`config.mk`:
```
export PLATFORM = sky130hd
export DESIGN_NAME = pixel_array_ctrl_flat
export DESIGN_NICKNAME = d
export VERILOG_FILES = /design/src/rtl/pixel_array_ctrl_pkg.sv /design/src/rtl/pixel_array_ctrl_if.sv /design/src/rtl/pixel_array_ctrl_conv_counter.sv /design/src/rtl/pixel_array_ctrl.sv /design/src/flat_wrapper.sv
export SDC_FILE = /design/constraint.sdc
export NUM_CORES = 1
export LEC_CHECK = 0
export ABC_CLOCK_PERIOD_IN_PS = 4550
export BUFFER_PORTS_ARGS = -buffer_cell sky130_fd_sc_hd__buf_2
export CAP_MARGIN = 20
export CELL_PAD_IN_SITES_DETAIL_PLACEMENT = 1
export CELL_PAD_IN_SITES_GLOBAL_PLACEMENT = 1
export CORE_MARGIN = 8
export CORE_UTILIZATION = 44
export DETAILED_ROUTE_END_ITERATION = 10
export MAX_ROUTING_LAYER = met4
export PLACE_DENSITY_LB_ADDON = 0.1
export SYNTH_ARGS = -nofsm -noshare
export SYNTH_HDL_FRONTEND = slang
export SYNTH_HIERARCHICAL = 1
export SYNTH_SLANG_ARGS = --single-unit
```
`constraint.sdc`:
```
create_clock -name clk -period 4.55 [get_ports clk]
set_clock_uncertainty 0.15 [all_clocks]
set_input_delay 0.91 -clock clk [delete_from_list [all_inputs] [get_ports clk]]
set_output_delay 0.91 -clock clk [all_outputs]
set_load 0.01 [all_outputs]
```
`src/rtl/pixel_array_ctrl_pkg.sv`:
```
// Shared types and helpers for the pixel array sequencer.
// Holds the controller state encoding, the default code width and
// the binary/Gray conversion functions used by the counter and capture path.
package pixel_ctrl_pkg;

    localparam int PIX_W = 8;

    typedef enum logic [2:0] {
        ST_IDLE    = 3'd0,
        ST_ERASE   = 3'd1,
        ST_EXPOSE  = 3'd2,
        ST_CONVERT = 3'd3,
        ST_RD12    = 3'd4,
        ST_OUT12   = 3'd5,
        ST_RD34    = 3'd6,
        ST_OUT34   = 3'd7
    } ctrl_state_t;

    function automatic logic [PIX_W-1:0] bin2gray(input logic [PIX_W-1:0] bin_s);
        return bin_s ^ (bin_s >> 1);
    endfunction

    function automatic logic [PIX_W-1:0] gray2bin(input logic [PIX_W-1:0] gray_s);
        logic [PIX_W-1:0] bin_s;
        bin_s = gray_s;
        for (int i = PIX_W - 2; i >= 0; i--) begin
            bin_s[i] = bin_s[i+1] ^ gray_s[i];
        end
        return bin_s;
    endfunction

endpackage

```
`src/rtl/pixel_array_ctrl_if.sv`:
```
// Ready/valid pixel stream leaving the sequencer.
// master = producer (sequencer), slave = downstream consumer.
interface pixel_array_ctrl_if
    import pixel_ctrl_pkg::*;
#(
    parameter int W = PIX_W
);
    logic [W-1:0] pix_data;
    logic [1:0]   pix_idx;
    logic         pix_valid;
    logic         pix_ready;

    modport master (output pix_data, output pix_idx, output pix_valid, input pix_ready);
    modport slave  (input pix_data, input pix_idx, input pix_valid, output pix_ready);
endinterface

```
`src/rtl/pixel_array_ctrl_conv_counter.sv`:
```
// Ramp counter for the CONVERT phase.
// Counts while enabled, clears on request, flags the terminal count.
// With GRAY_COUNT_EN defined the bus code is Gray, otherwise plain binary.
module conv_counter
    import pixel_ctrl_pkg::*;
#(
    parameter int W = PIX_W
) (
    input  logic         clk,
    input  logic         reset,
    input  logic         en,
    input  logic         clr,
    output logic [W-1:0] cnt_code,
    output logic         tc
);

    logic [W-1:0] count_r;
    logic [W-1:0] count_s;
    logic [W-1:0] code_s;
    logic [W-1:0] code_r;

    // Next count value: clear dominates, then increment when enabled.
    always_comb begin
        count_s = count_r;
        if (clr) begin
            count_s = {W{1'b0}};
        end else if (en) begin
            count_s = count_r + W'(1);
        end else begin
            count_s = count_r;
        end
    end

    // Bus encoding of the next count, so the code register tracks the count register.
    always_comb begin
`ifdef GRAY_COUNT_EN
        code_s = W'(bin2gray(PIX_W'(count_s)));
`else
        code_s = count_s;
`endif
    end

    // Count and encoded-code registers.
    always_ff @(posedge clk or posedge reset) begin
        if (reset) begin
            count_r <= {W{1'b0}};
            code_r  <= {W{1'b0}};
        end else begin
            count_r <= count_s;
            code_r  <= code_s;
        end
    end

    assign cnt_code = code_r;
    assign tc       = (count_r == {W{1'b1}});

endmodule

```
`src/rtl/pixel_array_ctrl.sv`:
```
// Sequencer for the 2x2 pixel sensor array: erase, expose, ramp convert,
// two read phases and a ready/valid pixel stream of the four codes.
// Optional build macro: GRAY_COUNT_EN (Gray ramp on the bus, Gray decode on capture).
// RD12 opens with one guard cycle with READ12 low so the array never drives
// the data buses in the cycle right after the counter released them.
module pixel_array_ctrl
    import pixel_ctrl_pkg::*;
#(
    parameter int W         = PIX_W,
    parameter int ERASE_CYC = 5,
    parameter int READ_CYC  = 2,
    parameter int ETW       = 8
) (
    input  logic           clk,
    input  logic           reset,
    input  logic           start,
    input  logic [ETW-1:0] expose_time,
    output logic           erase,
    output logic           expose,
    output logic           convert,
    output logic [W-1:0]   cnt_out,
    output logic           cnt_oe,
    output logic           read12,
    output logic           read34,
    input  logic [W-1:0]   data_in1,
    input  logic [W-1:0]   data_in2,
    input  logic [W-1:0]   data_in3,
    input  logic [W-1:0]   data_in4,
    output logic           busy,
    output logic           done,
    pixel_array_ctrl_if.master pix
);

    localparam int CYC_W = (ETW > 8) ? ETW : 8;

    localparam logic [2:0] S_IDLE    = 3'(ST_IDLE);
    localparam logic [2:0] S_ERASE   = 3'(ST_ERASE);
    localparam logic [2:0] S_EXPOSE  = 3'(ST_EXPOSE);
    localparam logic [2:0] S_CONVERT = 3'(ST_CONVERT);
    localparam logic [2:0] S_RD12    = 3'(ST_RD12);
    localparam logic [2:0] S_OUT12   = 3'(ST_OUT12);
    localparam logic [2:0] S_RD34    = 3'(ST_RD34);
    localparam logic [2:0] S_OUT34   = 3'(ST_OUT34);

    logic [2:0]       state_r, state_s;
    logic [CYC_W-1:0] cyc_r, cyc_s;
    logic [ETW-1:0]   exp_r, exp_s;

    logic             erase_r, expose_r, convert_r, cnt_oe_r;
    logic             read12_r, read34_r, busy_r, done_r;

    logic [W-1:0]     pix_data_r;
    logic [1:0]       pix_idx_r;
    logic             pix_valid_r;
    logic [W-1:0]     hold_r;
    logic             sel_r;
    logic             xfer_s;

    logic             cnt_en_s, cnt_clr_s, cnt_tc_s;
    logic [W-1:0]     cnt_code_s;
    logic [W-1:0]     dec1_s, dec2_s, dec3_s, dec4_s;

    assign xfer_s    = pix_valid_r & pix.pix_ready;
    assign cnt_en_s  = (state_r == S_CONVERT);
    assign cnt_clr_s = (state_r != S_CONVERT) | cnt_tc_s;

    conv_counter #(.W(W)) u_conv_counter (
        .clk      (clk),
        .reset    (reset),
        .en       (cnt_en_s),
        .clr      (cnt_clr_s),
        .cnt_code (cnt_code_s),
        .tc       (cnt_tc_s)
    );

    // Convert the observed bus values into binary pixel codes.
    always_comb begin
`ifdef GRAY_COUNT_EN
        dec1_s = W'(gray2bin(PIX_W'(data_in1)));
        dec2_s = W'(gray2bin(PIX_W'(data_in2)));
        dec3_s = W'(gray2bin(PIX_W'(data_in3)));
        dec4_s = W'(gray2bin(PIX_W'(data_in4)));
`else
        dec1_s = data_in1;
        dec2_s = data_in2;
        dec3_s = data_in3;
        dec4_s = data_in4;
`endif
    end

    // Next-state, phase-cycle counter and exposure latch.
    always_comb begin
        state_s = state_r;
        cyc_s   = cyc_r;
        exp_s   = exp_r;
        case (state_r)
            S_IDLE: begin
                cyc_s = {CYC_W{1'b0}};
                if (start && !done_r) begin
                    state_s = S_ERASE;
                    exp_s   = (expose_time == {ETW{1'b0}}) ? ETW'(1) : expose_time;
                end else begin
                    state_s = S_IDLE;
                end
            end
            S_ERASE: begin
                if (cyc_r == CYC_W'(ERASE_CYC - 1)) begin
                    state_s = S_EXPOSE;
                    cyc_s   = {CYC_W{1'b0}};
                end else begin
                    cyc_s = cyc_r + CYC_W'(1);
                end
            end
            S_EXPOSE: begin
                if ((cyc_r + CYC_W'(1)) == CYC_W'(exp_r)) begin
                    state_s = S_CONVERT;
                    cyc_s   = {CYC_W{1'b0}};
                end else begin
                    cyc_s = cyc_r + CYC_W'(1);
                end
            end
            S_CONVERT: begin
                if (cnt_tc_s) begin
                    state_s = S_RD12;
                    cyc_s   = {CYC_W{1'b0}};
                end else begin
                    state_s = S_CONVERT;
                end
            end
            S_RD12: begin
                if (cyc_r == CYC_W'(READ_CYC)) begin
                    state_s = S_OUT12;
                    cyc_s   = {CYC_W{1'b0}};
                end else begin
                    cyc_s = cyc_r + CYC_W'(1);
                end
            end
            S_OUT12: begin
                if (xfer_s && sel_r) begin
                    state_s = S_RD34;
                end else begin
                    state_s = S_OUT12;
                end
            end
            S_RD34: begin
                if (cyc_r == CYC_W'(READ_CYC - 1)) begin
                    state_s = S_OUT34;
                    cyc_s   = {CYC_W{1'b0}};
                end else begin
                    cyc_s = cyc_r + CYC_W'(1);
                end
            end
            S_OUT34: begin
                if (xfer_s && sel_r) begin
                    state_s = S_IDLE;
                end else begin
                    state_s = S_OUT34;
                end
            end
            default: begin
                state_s = S_IDLE;
                cyc_s   = {CYC_W{1'b0}};
            end
        endcase
    end

    // State register and array control strobes, decoded from the next state.
    always_ff @(posedge clk or posedge reset) begin
        if (reset) begin
            state_r   <= S_IDLE;
            cyc_r     <= {CYC_W{1'b0}};
            exp_r     <= {ETW{1'b0}};
            erase_r   <= 1'b0;
            expose_r  <= 1'b0;
            convert_r <= 1'b0;
            cnt_oe_r  <= 1'b0;
            read12_r  <= 1'b0;
            read34_r  <= 1'b0;
            busy_r    <= 1'b0;
            done_r    <= 1'b0;
        end else begin
            state_r   <= state_s;
            cyc_r     <= cyc_s;
            exp_r     <= exp_s;
            erase_r   <= (state_s == S_ERASE);
            expose_r  <= (state_s == S_EXPOSE);
            convert_r <= (state_s == S_CONVERT);
            cnt_oe_r  <= (state_s == S_CONVERT);
            read12_r  <= (state_s == S_RD12) && (cyc_s != {CYC_W{1'b0}});
            read34_r  <= (state_s == S_RD34);
            busy_r    <= (state_s != S_IDLE);
            done_r    <= (state_r == S_OUT34) && (state_s == S_IDLE);
        end
    end

    // Capture a read pair and stream it out entry by entry on ready/valid.
    always_ff @(posedge clk or posedge reset) begin
        if (reset) begin
            pix_valid_r <= 1'b0;
            pix_data_r  <= {W{1'b0}};
            pix_idx_r   <= 2'd0;
            hold_r      <= {W{1'b0}};
            sel_r       <= 1'b0;
        end else if ((state_r == S_RD12) && (state_s == S_OUT12)) begin
            pix_valid_r <= 1'b1;
            pix_data_r  <= dec1_s;
            pix_idx_r   <= 2'd0;
            hold_r      <= dec2_s;
            sel_r       <= 1'b0;
        end else if ((state_r == S_RD34) && (state_s == S_OUT34)) begin
            pix_valid_r <= 1'b1;
            pix_data_r  <= dec3_s;
            pix_idx_r   <= 2'd2;
            hold_r      <= dec4_s;
            sel_r       <= 1'b0;
        end else if (xfer_s && !sel_r) begin
            pix_data_r  <= hold_r;
            pix_idx_r   <= pix_idx_r + 2'd1;
            sel_r       <= 1'b1;
        end else if (xfer_s) begin
            pix_valid_r <= 1'b0;
            pix_data_r  <= {W{1'b0}};
            pix_idx_r   <= 2'd0;
            sel_r       <= 1'b0;
        end else begin
            pix_valid_r <= pix_valid_r;
        end
    end

    assign erase         = erase_r;
    assign expose        = expose_r;
    assign convert       = convert_r;
    assign cnt_out       = cnt_code_s;
    assign cnt_oe        = cnt_oe_r;
    assign read12        = read12_r;
    assign read34        = read34_r;
    assign busy          = busy_r;
    assign done          = done_r;
    assign pix.pix_data  = pix_data_r;
    assign pix.pix_idx   = pix_idx_r;
    assign pix.pix_valid = pix_valid_r;

endmodule

```
`src/flat_wrapper.sv`:
```
// flat-port wrapper written by rule: the top's interface ports become plain ports
module pixel_array_ctrl_flat import pixel_ctrl_pkg::*;
#(
    parameter int W         = PIX_W,
    parameter int ERASE_CYC = 5,
    parameter int READ_CYC  = 2,
    parameter int ETW       = 8
)
  (clk, reset, start, expose_time, erase, expose, convert, cnt_out, cnt_oe, read12, read34, data_in1, data_in2, data_in3, data_in4, busy, done, pix_pix_data, pix_pix_idx, pix_pix_valid, pix_pix_ready);
  pixel_array_ctrl_if #(.W(W)) pix_i ();
  input  logic clk;
  input  logic reset;
  input  logic start;
  input  logic [ETW-1:0] expose_time;
  output logic erase;
  output logic expose;
  output logic convert;
  output logic [W-1:0] cnt_out;
  output logic cnt_oe;
  output logic read12;
  output logic read34;
  input  logic [W-1:0] data_in1;
  input  logic [W-1:0] data_in2;
  input  logic [W-1:0] data_in3;
  input  logic [W-1:0] data_in4;
  output logic busy;
  output logic done;
  output wire logic [$bits(pix_i.pix_data)-1:0] pix_pix_data;
  output wire logic [$bits(pix_i.pix_idx)-1:0] pix_pix_idx;
  output wire logic [$bits(pix_i.pix_valid)-1:0] pix_pix_valid;
  input wire logic [$bits(pix_i.pix_ready)-1:0] pix_pix_ready;
  assign pix_pix_data = pix_i.pix_data;
  assign pix_pix_idx = pix_i.pix_idx;
  assign pix_pix_valid = pix_i.pix_valid;
  assign pix_i.pix_ready = pix_pix_ready;
  pixel_array_ctrl #(.W(W), .ERASE_CYC(ERASE_CYC), .READ_CYC(READ_CYC), .ETW(ETW)) u_core (.clk(clk), .reset(reset), .start(start), .expose_time(expose_time), .erase(erase), .expose(expose), .convert(convert), .cnt_out(cnt_out), .cnt_oe(cnt_oe), .read12(read12), .read34(read34), .data_in1(data_in1), .data_in2(data_in2), .data_in3(data_in3), .data_in4(data_in4), .busy(busy), .done(done), .pix(pix_i));
endmodule
```
==> results.tsv, run 1 <==
metric	value	unit
Hold Path Depth	1	
Worst Setup Start Kind	flip-flop	
clock sink total	54	
DPL Wire Length	5980	um
post-CTS sizing	0	
Setup TNS	0	ns
Worst Reg-to-Reg Cells	8	
final setup fails	0	
cells after synthesis	314	
M1 GR Usage	21.6	%
area of the multi-input gates	1540	um^2
total number of vias	2535	
DRT iter0 DRCs	149	
share of post-route cells with drive strength above 1	26.1	%
final wirelength	7960	um
Detail Route Antenna Nets	0	
# rows	30	
largest cells by area after synthesis	dfrtp_1 (45%), a21oi_1 (6.0%), nor2_1 (4.5%)	
Final min period	3.12	ns
Leak Pwr	1.77	nW
# nets final	424	
router iterations before antenna repair	4	
number of buffers created by CTS	5	
Die Ht	98.8	um
vias in the first global route	2731	
maximum achievable frequency	0.321	GHz
Post-synth top flop	dfrtp_1	
Seq/Total Area, Yosys	44.8	%
hold_buf cts	0	
GR Util All Layers	17.3	%
register area	1350	um^2
critical path arrival	3.14	ns
core area	6720	um^2
Slew @ Worst Pin	0.712	ns
global placement routability congestion	0.906	
Via-to-Cell Ratio	5.57	
largest net degree at the start of global routing	47	
Starting Density	44.9	%
final hold violations	0	
status	complete, no violations	
Die Wd	98.8	um
Synth Warn #	6	
Worst Hold Class	reg -> reg	
clock latency on the worst-skew pair	0.31	ns
CTS tree	done	
Max Cap Viol	0	
Clk pin slew, worst setup/hold paths	0.09	ns
pwr/cell area	225	nW/um^2
Root Driver	clkbuf_8	
max-slew violations	0	
post-synth top area share	44.8	%
overall power	780	uW
first-pass GRT wire length	13700	um
Post-synth ARST share	100	%
clock tree buffer depth	2	
Area Growth Syn to Fin	15.1	%
Crit Path Class	reg -> reg	
CTS H-tree depth	2	
initial antenna violation count	0	
residual DRC count	0	
Crit path required time	4.57	ns
min-delay src	u_core/pix.pix_data[3]	
synth unique cells	51	
gr busiest metal	met2	
Synth Cell Area	3020	um^2
hold slack	0.364	ns
flop2flop setup slack	1.43	ns
WHS Endpoint	u_core/pix.pix_data[3]	
FF+latch count, synth	54	
full die area	9760	um^2
worst-case vdd ir drop	0.000119	V
fin crit share	68.5	%
met3 Resource Use GR	3.88	%
synthesized area per cell	9.61	um^2
EDFF count, synth	0	
IO Port Bufs	70	
R2R Path End	u_core/read12	
highest net fanout along the worst path	8	
unrepaired setup endpoints after global routing	no	
GR Util met2	27.9	%
slew margin rel.	52.5	%
ANT cells	0	
R2R Path Start	u_core/cyc_r[0]	
Layout fillers	811	
num ports	71	
area leader, netlist	dfrtp_1	
Synthesized Nets	363	
setup bufs post-CTS	0	
DR WL/cell	17.5	um
Remaining Overflow, GRT	0	
CP Capture Type	flip-flop	
[per-layer routing]
metal  share of wire [%]  vias to the layer above  wire (um)
li1                    -                     1247          -
met1                  48                     1229       3830
met2                  47                       53       3750
met3                 4.0                        6        316
met4                0.83                        0         66
met5                   0                        -          0
[cell usage in the layout, fill, tap and decap left out, types with 2 or more instances in the layout]
master / n
xor2_1: 7
nor3_2: 2
buf_2: 70
inv_2: 2
a311oi_1: 2
nor4_1: 2
and3_1: 13
a211oi_1: 2
clkbuf_8: 5
ha_1: 5
and2_1: 3
clkinv_2: 2
or3_4: 2
o31ai_1: 2
nor2b_1: 4
dfrtp_1: 54
nor3b_1: 2
nand3_1: 9
nand4_2: 2
nor3_1: 6
mux2_2: 7
mux2i_1: 11
nor2_1: 36
nand4_1: 2
or3_1: 6
a21oi_1: 36
a221o_1: 8
o21ai_1: 6
inv_1: 7
nand2_1: 17
xnor2_1: 11
and4_1: 2
o21ai_0: 11
a31oi_1: 3
[state kept, by name, summed over array words and instances, names as in the netlist, 2 cells and up]
register and cells:
u_core/exp_r 8, u_core/pix.pix_idx 2, u_core/hold_r 8, u_core/u_conv_counter/cnt_code 8, u_core/pix.pix_data 8, u_core/state_r 3, u_core/cyc_r 8
[power breakdown]
part | leakage, nW | switching [mW] | internal [mW]
Combinational | 1.01 | 0.0187 | 0.0181
Sequential | 0.715 | 0.00167 | 0.483
Clock | 0.0438 | 0.155 | 0.104
[final cells by class]
cell class,instances,share of cell area [%]
clock inverters,2,0.288
well taps,80,2.88
multi-input cells,234,44.3
inverters,9,0.973
repair buffers,71,10.7
clock buffers,5,1.98
flip-flops and latches,54,38.9
[through the flow]
step           instance area (um^2)  util (%)  worst slack [ns]  std cells
2_1_floorplan                  3020         -              1.79        314
3_3_place_gp                   3370      50.2              1.61        447
3_5_place_dp                   3370      50.2              1.50        447
4_1_cts                        3450      51.4              1.46        454
5_1_grt                        3470      51.7              1.18        455
6_report                       3470      51.7              1.43        455
[Yosys cell counts, drive strengths merged (2+ instances only)]
library cell  number
nor2b              4
a311oi             2
nand2             18
nand3              9
xor2               7
buf               10
a31oi              3
mux2i             11
nor2              36
ha                 5
and2               4
nor3b              2
and4               2
a221o              8
o2111ai            2
inv                9
mux2               7
xnor2             11
o31ai              3
or3                8
o21ai             17
nor4               2
nor3               8
a211oi             2
and3              13
clkbuf             7
nand4              4
a21oi             36
dfrtp             54
[kinds of logic after synthesis]
kind of cell             count (synthesis)  synth area share (%)
AO/OA/AOI/OAI                           78                  16.5
XOR/XNOR                                19                  6.01
adder cells (fa/ha/maj)                  5                  2.07
buffers and inverters                   26                  4.27
flip-flops                              54                  44.8
multiplexers                            18                  6.26
AND/OR/NAND/NOR                        114                  20.1
[how the worst max path moves through the flow]
stage / startpoint / endpoint / slack (ns) / depth (start not counted)
6_report: u_core/cyc_r[0] / u_core/read12 / 1.43 / 8
5_1_grt: u_core/cyc_r[0] / u_core/read12 / 1.18 / 8
4_1_cts: u_core/cyc_r[0] / u_core/read12 / 1.46 / 8
3_5_place_dp: u_core/cyc_r[0] / u_core/read12 / 1.50 / 8
3_3_place_gp: u_core/cyc_r[0] / u_core/read12 / 1.61 / 8
2_1_floorplan: u_core/cyc_r[0] / u_core/read12 / 1.79 / 9
[critical path, cell delays in order, from the launching register on]
cell and delay [ns]:
dfrtp_1 0.50, ha_1 0.38, xor3_1 0.39, nor3_2 0.18
o2111ai_1 0.16, o31ai_2 0.64, nand2_4 0.17, a221oi_2 0.29
a311oi_1 0.12
No activity file was read; power rests on OpenSTA's default activity.
==> run 2, diff against run 1 <==
ABC_CLOCK_PERIOD_IN_PS = 2860   (was 4550)
CORE_UTILIZATION = 37   (was 44)
clock period = 2.86 ns   (was 4.55 ns; I/O delays follow)
==> run 2 against run 1 <==
Compared with the run above: cell count grew 9.0%; count of clock-buffer cells in the layout did not move; highest routed layer unchanged; fmax up 15%; non-clock buffer count grew 14; global-route usage down 2.3 points; utilization shrank 6.6 points; power rose by 63%; sequential cell count unchanged; clock power rose by 72%; critical path depth unchanged.
==> results.tsv, run 2 (same netlist as run 1, synthesis figures left out) <==
metric	value	unit
hold_buf cts	0	
router iterations before antenna repair	4	
commonest non-fill, non-tap cells in the layout	buf_2 (70), dfrtp_1 (53), a21oi_1 (36), nor2_1 (36), nand2_1 (17)	
overall power	1.27	mW
placed cells	487	
worst slack, placed	0.0425	ns
Via-to-Cell Ratio	5.20	
GR Util All Layers	15.1	%
share of post-route cells with drive strength above 1	29.7	%
final setup fails	0	
Die Ht	106	um
Crit Path Class	reg -> reg	
commonest non-fill, non-tap cell in the layout	buf_2	
highest net fanout along the worst path	6	
hold slack	0.0615	ns
status	complete, no violations	
Worst Hold Class	in -> async	
initial antenna violation count	1	
DRT iter0 DRCs	73	
Max Cap Viol	0	
number of buffers created by CTS	5	
DR WL/cell	16.0	um
Non-Filler Instances	496	
largest net degree at the start of global routing	25	
Die Wd	106	um
Final min period	2.71	ns
num ports	71	
Detail Route Antenna Nets	0	
clock latency on the worst-skew pair	0.31	ns
setup bufs post-CTS	0	
Clk pin slew, worst setup/hold paths	0.11	ns
IO Port Bufs	70	
critical path arrival	2.73	ns
Placed Area	3530	um^2
final hold violations	0	
# rows	33	
Setup TNS	0	ns
DPL Wire Length	6300	um
fin crit share	94.7	%
Remaining Overflow, GRT	0	
post-route setup slack	0.151	ns
post-CTS sizing	0	
total number of vias	2578	
global placement routability congestion	0.818	
Worst Reg-to-Reg Cells	8	
slew margin rel.	53.6	%
# nets final	438	
final wirelength	7940	um
core area	8050	um^2
Root Driver	clkbuf_8	
vias in the first global route	2699	
Starting Density	37.5	%
Slew @ Worst Pin	0.694	ns
maximum achievable frequency	0.369	GHz
Crit path required time	2.88	ns
Finished Core Util	45.1	%
clock sink total	54	
full die area	11300	um^2
max-slew violations	0	
Finished Cell Area	3630	um^2
unrepaired setup endpoints after global routing	no	
clock tree buffer depth	2	
first-pass GRT wire length	13700	um
Area Growth Syn to Fin	20.3	%
residual DRC count	0	
Leak Pwr	1.84	nW
CTS tree	done	
CTS H-tree depth	2	
worst-case vdd ir drop	0.000168	V
pwr/cell area	351	nW/um^2
CP Capture Type	flip-flop	
Worst Setup Start Kind	flip-flop	
run 2: cell types whose count changed in the layout (fill, tap and decap cells not counted):
cell and change:
buf_4 +14, a311oi_1 -1, a311oi_2 +1, dfrtp_1 -1, dfrtp_2 +1, diode_2 +1, ha_1 -1, ha_2 +1
inv_6 +1
run 2: power by group:
group | leakage (nW) | total (mW) | internal (mW) | switching [mW]
logic | 1.08 | 0.0586 | 0.0287 | 0.0299
registers | 0.714 | 0.771 | 0.769 | 0.00268
clock network | 0.0483 | 0.443 | 0.174 | 0.270
total | 1.84 | 1.27 | 0.971 | 0.302
run 2: cell type report:
cell class              count  area [um^2]
diodes                      1         2.50
clock buffers               5         68.8
clock inverters             3         18.8
fillers                   950         4420
inverters                   9         33.8
multi-input cells         234         1550
flip-flops and latches     54         1350
well taps                 105          131
repair buffers             85          475
run 2: final timing paths:
check / end / slack (ns) / start
worst min register to register: u_core/pix.pix_data[1] / 0.38 / u_core/pix.pix_data[1]
worst max register to register: u_core/read12 / 0.15 / u_core/cyc_r[1]
min in group clk: u_core/pix.pix_data[4] / 0.33 / data_in1[4]
worst min-delay path: u_core/u_conv_counter/cnt_code[3] / 0.06 / reset
max in group asynchronous: u_core/cyc_r[1] / 1.84 / reset
worst max-delay path: u_core/read12 / 0.15 / u_core/cyc_r[1]
run 2: routing by layer:
metal	GRT usage [%]	vias up	wire length (um)	part of all wire, %
li1	-	1277	-	-
met1	21.2	1224	4030	51
met2	21.8	72	3420	43
met3	3.33	5	439	5.5
met4	2.71	0	46	0.58
met5	-	-	0	0
run 2: critical path, cell delays in order, from the launching register on:
cell and delay (ns):
dfrtp_2 0.45, ha_2 0.22, xor3_1 0.36, nor3_2 0.17, o2111ai_1 0.15, or3_4 0.44, a311o_1 0.29, a311oi_2 0.23
a311oi_1 0.11
